File: config.mk
export PLATFORM = sky130hd
export DESIGN_NAME = fetch_unit_flat
export DESIGN_NICKNAME = d
export VERILOG_FILES = /design/src/rtl/rv_pkg.sv /design/src/rtl/fetch_unit_if.sv /design/src/rtl/fetch_unit_buf.sv /design/src/rtl/fetch_unit.sv /design/src/flat_wrapper.sv
export SDC_FILE = /design/constraint.sdc
export NUM_CORES = 1
export LEC_CHECK = 0
export CAP_MARGIN = 20
export CORE_ASPECT_RATIO = 1.75
export CORE_UTILIZATION = 52
export DETAILED_ROUTE_END_ITERATION = 10
export DONT_BUFFER_PORTS = 1
export PLACE_DENSITY = 0.64
export SYNTH_ARGS = -nofsm -noshare
export SYNTH_HDL_FRONTEND = slang
export SYNTH_SLANG_ARGS = --single-unit
export TNS_END_PERCENT = 50
File: constraint.sdc
create_clock -name clk -period 8.7 [get_ports clk]
set_input_delay 1.305 -clock clk [delete_from_list [all_inputs] [get_ports clk]]
set_output_delay 1.305 -clock clk [all_outputs]
set_load 0.01 [all_outputs]
File: src/rtl/rv_pkg.sv
// rv_pkg: shared widths, opcodes, fetch FSM states and buffer entry type.
package rv_pkg;
    localparam int XLEN = 32;
    localparam logic [6:0] OP_LOAD   = 7'b0000011;
    localparam logic [6:0] OP_STORE  = 7'b0100011;
    localparam logic [6:0] OP_RTYPE  = 7'b0110011;
    localparam logic [6:0] OP_BRANCH = 7'b1100011;
    localparam logic [6:0] OP_ITYPE  = 7'b0010011;
    localparam logic [6:0] OP_JAL    = 7'b1101111;
    typedef enum logic [1:0] {FETCH, WAIT, DROP, HALT} fetch_state_t;
    typedef struct packed {
        logic [XLEN-1:0] pc;
        logic [XLEN-1:0] instr;
    } fetch_entry_t;
endpackage

File: src/rtl/fetch_unit_if.sv
// fetch_unit_if: instruction-memory request/response bus.
interface fetch_unit_if;
    import rv_pkg::*;
    logic            imem_req_valid;
    logic            imem_req_ready;
    logic [XLEN-1:0] imem_addr;
    logic            imem_rsp_valid;
    logic [XLEN-1:0] imem_rdata;
    modport master(output imem_req_valid, imem_addr, input imem_req_ready, imem_rsp_valid, imem_rdata);
    modport slave(input imem_req_valid, imem_addr, output imem_req_ready, imem_rsp_valid, imem_rdata);
endinterface

File: src/rtl/fetch_unit_buf.sv
// fetch_buf: two-entry FIFO of {pc, instr} with synchronous flush.
module fetch_buf import rv_pkg::*; #(
    parameter int DEPTH = 2
) (
    input  logic            clk,
    input  logic            reset,
    input  logic            push,
    input  logic            pop,
    input  logic            flush,
    input  logic [XLEN-1:0] push_pc,
    input  logic [XLEN-1:0] push_instr,
    output logic [XLEN-1:0] head_pc,
    output logic [XLEN-1:0] head_instr,
    output logic [1:0]      count
);
    fetch_entry_t mem [DEPTH];
    logic rd_ptr, wr_ptr, do_pop;
    assign do_pop = pop && count != 2'd0;
    assign head_pc = mem[rd_ptr].pc;
    assign head_instr = mem[rd_ptr].instr;
    always_ff @(posedge clk) begin
        if (reset || flush) begin
            rd_ptr <= 1'b0;
            wr_ptr <= 1'b0;
            count <= 2'd0;
        end else begin
            if (push) begin
                mem[wr_ptr] <= '{pc: push_pc, instr: push_instr};
                wr_ptr <= !wr_ptr;
            end
            if (do_pop) rd_ptr <= !rd_ptr;
            count <= count + {1'b0, push} - {1'b0, do_pop};
        end
    end
endmodule

File: src/rtl/fetch_unit.sv
// fetch_unit: single-outstanding instruction fetcher with redirect/drop handling and a 2-entry buffer.
module fetch_unit import rv_pkg::*; #(
    parameter logic [XLEN-1:0] RESET_PC = 32'h0000_0000,
    parameter int              DEPTH    = 2
) (
    input  logic            clk,
    input  logic            reset,
    fetch_unit_if.master    imem,
    input  logic            redirect,
    input  logic [XLEN-1:0] redirect_target,
    output logic            instr_valid,
    input  logic            instr_ready,
    output logic [XLEN-1:0] instr,
    output logic [XLEN-1:0] instr_pc,
    output logic [6:0]      op,
    output logic [2:0]      funct3,
    output logic            funct7,
    output logic            misalign_err
);
    fetch_state_t state, state_nxt;
    logic [XLEN-1:0] pc, req_pc, head_pc, head_instr;
    logic [1:0] count;
    logic accept, push, pop, flush, mis, err_nxt;
    assign imem.imem_req_valid = !reset && state == FETCH && count < 2'(DEPTH);
    assign imem.imem_addr = pc;
    assign accept = imem.imem_req_valid && imem.imem_req_ready;
    assign flush = redirect && state != HALT;
    assign mis = flush && redirect_target[1:0] != 2'b00;
    assign err_nxt = misalign_err || mis;
    assign push = state == WAIT && imem.imem_rsp_valid && !redirect;
    assign instr_valid = !reset && count != 2'd0;
    assign pop = instr_valid && instr_ready;
    assign instr = instr_valid ? head_instr : '0;
    assign instr_pc = instr_valid ? head_pc : '0;
    assign op = instr[6:0];
    assign funct3 = instr[14:12];
    assign funct7 = instr[30];
    // A sticky misalign means the pending response must drain before halting.
    always_comb begin
        state_nxt = state;
        case (state)
            FETCH:   state_nxt = flush ? (accept ? DROP : (mis ? HALT : FETCH)) : (accept ? WAIT : FETCH);
            WAIT:    state_nxt = !imem.imem_rsp_valid ? (flush ? DROP : WAIT) : (err_nxt ? HALT : FETCH);
            DROP:    state_nxt = imem.imem_rsp_valid ? (err_nxt ? HALT : FETCH) : DROP;
            default: state_nxt = HALT;
        endcase
    end
    always_ff @(posedge clk) begin
        if (reset) begin
            state <= FETCH;
            pc <= RESET_PC;
            req_pc <= '0;
            misalign_err <= 1'b0;
        end else begin
            state <= state_nxt;
            misalign_err <= err_nxt;
            if (flush) pc <= redirect_target;
            else if (accept) pc <= pc + 32'd4;
            if (accept) req_pc <= pc;
        end
    end
    fetch_buf #(.DEPTH(DEPTH)) u_buf (
        .clk(clk),
        .reset(reset),
        .push(push),
        .pop(pop),
        .flush(flush),
        .push_pc(req_pc),
        .push_instr(imem.imem_rdata),
        .head_pc(head_pc),
        .head_instr(head_instr),
        .count(count)
    );
endmodule

File: src/flat_wrapper.sv
// flat-port wrapper written by rule: the top's interface ports become plain ports
module fetch_unit_flat import rv_pkg::*;
#(
    parameter logic [XLEN-1:0] RESET_PC = 32'h0000_0000,
    parameter int              DEPTH    = 2
)
  (clk, reset, redirect, redirect_target, instr_valid, instr_ready, instr, instr_pc, op, funct3, funct7, misalign_err, imem_imem_req_valid, imem_imem_addr, imem_imem_req_ready, imem_imem_rsp_valid, imem_imem_rdata);
  fetch_unit_if imem_i ();
  input  logic clk;
  input  logic reset;
  input  logic redirect;
  input  logic [XLEN-1:0] redirect_target;
  output logic instr_valid;
  input  logic instr_ready;
  output logic [XLEN-1:0] instr;
  output logic [XLEN-1:0] instr_pc;
  output logic [6:0] op;
  output logic [2:0] funct3;
  output logic funct7;
  output logic misalign_err;
  output wire logic [$bits(imem_i.imem_req_valid)-1:0] imem_imem_req_valid;
  output wire logic [$bits(imem_i.imem_addr)-1:0] imem_imem_addr;
  input wire logic [$bits(imem_i.imem_req_ready)-1:0] imem_imem_req_ready;
  input wire logic [$bits(imem_i.imem_rsp_valid)-1:0] imem_imem_rsp_valid;
  input wire logic [$bits(imem_i.imem_rdata)-1:0] imem_imem_rdata;
  assign imem_imem_req_valid = imem_i.imem_req_valid;
  assign imem_imem_addr = imem_i.imem_addr;
  assign imem_i.imem_req_ready = imem_imem_req_ready;
  assign imem_i.imem_rsp_valid = imem_imem_rsp_valid;
  assign imem_i.imem_rdata = imem_imem_rdata;
  fetch_unit #(.RESET_PC(RESET_PC), .DEPTH(DEPTH)) u_core (.clk(clk), .reset(reset), .imem(imem_i), .redirect(redirect), .redirect_target(redirect_target), .instr_valid(instr_valid), .instr_ready(instr_ready), .instr(instr), .instr_pc(instr_pc), .op(op), .funct3(funct3), .funct7(funct7), .misalign_err(misalign_err));
endmodule
==> results.cfg <==
[pwr]
peakVddDrop_mv = 0.179
power_density_nw_per_um2 = 222
p_leak_nw = 2.75

[critical_path]
endpoint_kind = primary output
r2r_end = u_core.imem.imem_addr[17]
crit_path_start_kind = primary input
reg2reg_depth = 5
cp.required_ps = 7390
crit_type = primary input to primary output
reg2reg_from = u_core.state[1]
critPathMaxFanout = 72
r2r_slack_ps = 5790
worstPathArrival_ps = 2410

[detailed_routing]
via_per_inst = 5.68
wl_met1_mm = 6.27
drt_pass1_iterations = 9
drc = 1
routed_wl_mm = 15.7
wl_met2_mm = 7.91
drtAntennaViolNets = 0
route.met3.wl_mm = 1.17
drt_iter0_markers = 256
vias = 4871
wire_per_inst_um = 18.3
highest_layer = met4

[logic_synthesis]
synth_area_um2 = 8120
synth_top_family_by_area = simple AND/OR/NAND/NOR gates
syn_nets = 760
synth_compound_area_frac = 0.0615
ys_ff_latch = 200
syn_area_per_cell_um2 = 11.8
synthMuxAreaShare = 0.0789
synth_fa_ha_area_frac = 0.00462
synth_xor_xnor_area_share = 0.0281
synth_cell_types = 43
synth_simple_gate_area_frac = 0.144
yosysWarnings = 0
yosysSeqAreaShare = 0.651
syn_inst = 687

[sta]
fin_crit_sh = 0.427
worst-slew-pin-transition_ps = 1010
holdWs_ps = 461
fmax_mhz = 269
rsz0062_at_grt = false
min_period_ps = 3710
drv_slew = 0
clock_skew_ps = 8.86
setup_slack_ps = 4990
setup_viol = 0
final_hold_viol_count = 0
setup-tns-final_ps = 0
max_slew_margin = 0.324

[cts]
cts-buffers-inserted = 17
root_buffer = clkbuf_16
postCtsHoldBufs = 0
cts_tree = done
clk_pin_slew_worst_paths_ps = 60
cts_buffer_depth = 2
cts_resized = 0
cts_setup_buffers = 0
clock_sinks = 200
insertion_delay_ps = 410
cts.htree.levels = 4

[floorplan]
die_x_um = 96.5
rows = 60
initial_core_util = 0.530
die_height_um = 167
coreArea_um2 = 15300
die-area_um2 = 16100
num_io_pins = 180

[global_routing]
grtUsageTotal = 0.197
grt_overflow = 0
grt_max_degree = 73
grt_pass1_vias = 4710
grt_pass1_wl_mm = 24.0
antenna_found_initial = 0

[placed_design]
gp_congestion = 0.815
post-dp-hpwl_mm = 10.5
pre_cts_ws_ps = 4820
portBuffers = 0

[hold_path]
holdCritPathClass = register to register
hold_depth = 0
holdPathEnd = u_core.u_buf.mem[0][39]
hp-start = u_core.req_pc[7]

[cells_and_area]
diodes = 0
drive_gt1_frac = 0.0625
nets = 732
area_delta_synth_final_pct = 8.42

[run]
cap_violations = 0

[run_status]
outcome = finished with violations
violations = design-rule violations
==> routing by layer <==
layer | vias to the layer above | track usage
met5 | - | 0
met3 | 22 | 0.0554
met4 | 0 | 0.0902
met1 | 2282 | 0.233
met2 | 179 | 0.327
li1 | 2388 | -
==> cells by family (layout without fill, tap and decap cells) <==
group,count (synthesis),in the layout
mux,64,64
compound gates,79,79
buf+inv,56,41
xor+xnor,26,26
fa+ha+maj,3,3
flops,200,200
simple gates,259,259
==> through the flow <==
stage / utilization / total power [mW] / instance area (um^2) / instances
after floorplan: - / 1.15 / 8120 / 687
after detailed placement: 0.532 / 1.16 / 8140 / 824
final: 0.575 / 1.95 / 8800 / 858
after CTS: 0.572 / 1.97 / 8750 / 856
after global routing: 0.575 / 2.02 / 8800 / 858
after global placement: 0.532 / 1.16 / 8140 / 824
==> cell usage after synthesis (all sizes together) <==
cell,instances,area [um^2]
a211oi,21,158
a21bo,1,10.0
a21boi,1,7.51
a21oi,37,185
a221o,1,10.0
a222oi,1,10.0
a311oi,4,35.0
a31oi,3,18.8
a32oi,1,8.76
and2,7,43.8
and3,3,18.8
and4,5,43.8
buf,27,153
clkbuf,25,93.8
dfxtp,72,1440
edfxtp,128,3840
ha,3,37.5
inv,4,15.0
mux2i,64,641
nand2,89,342
nand2b,2,12.5
nand3,13,65.1
nand4,10,62.6
nor2,101,379
nor3,10,50.1
nor3b,2,15.0
nor4,7,58.8
o211ai,2,15.0
o21a,1,7.51
o21ai,5,25.0
o31a,1,8.76
or2,2,12.5
or3,5,31.3
or4,1,7.51
or4b,2,23.8
xnor2,18,158
xor2,8,70.1
==> layout by cell type, fill, tap and decap left out, types with 5 or more instances in the layout <==
cell type	Yosys	final
nor4_1	6	6
nor3_1	10	9
xor2_1	8	8
edfxtp_1	128	128
mux2i_1	64	64
o21ai_0	5	5
nand2_1	88	88
or3_1	5	5
a211oi_1	21	21
and4_1	5	5
nor2_1	101	101
a21oi_1	37	37
clkbuf_1	25	5
dfxtp_1	72	71
nand3_1	13	13
xnor2_1	18	18
and2_1	7	7
nand4_1	10	10
clkbuf_16	0	17
==> sequential cells by signal, indices dropped and copies added, names as in the netlist, named ones only <==
register / flops
u_core.u_buf.mem: 128
u_core.imem.imem_addr: 32
u_core.u_buf.count: 2
u_core.u_buf.wr_ptr: 1
u_core.state: 2
u_core.u_buf.rd_ptr: 1
u_core.misalign_err: 1
u_core.req_pc: 32
==> critical path: stages <==
cell,delay (ps)
or2_2,480
buf_12,250
nor2_1,340
==> how the worst max path moves through the flow <==
stage / from / endpoint / slack [ps] / depth (start not counted)
2_1_floorplan: imem_imem_rsp_valid / u_core.u_buf.mem[1][0] / 1350 / 4
3_3_place_gp: reset / instr[30] / 4880 / 2
3_5_place_dp: reset / funct7 / 4820 / 2
4_1_cts: reset / funct7 / 4820 / 2
5_1_grt: reset / instr[3] / 4840 / 3
6_report: reset / funct7 / 4990 / 3
==> area by class of cell <==
| class | instances | area (um^2) |
|---|---|---|
| inverters | 4 | 15.0 |
| flip-flops and latches | 200 | 5290 |
| fillers | 1296 | 6510 |
| multi-input cells | 431 | 2580 |
| repair buffers | 5 | 70.1 |
| well taps | 186 | 233 |
| clock inverters | 10 | 169 |
| clock buffers | 22 | 444 |
==> report_power, final <==
| group | switching (mW) | total [mW] | internal (mW) | leakage (nW) |
|---|---|---|---|---|
| clock | 0.326 | 0.811 | 0.485 | 0.286 |
| combinational | 0.0452 | 0.0732 | 0.0280 | 0.645 |
| sequential | 0.0382 | 1.07 | 1.03 | 1.82 |
Note: power is estimated with default switching activity, not from simulation.
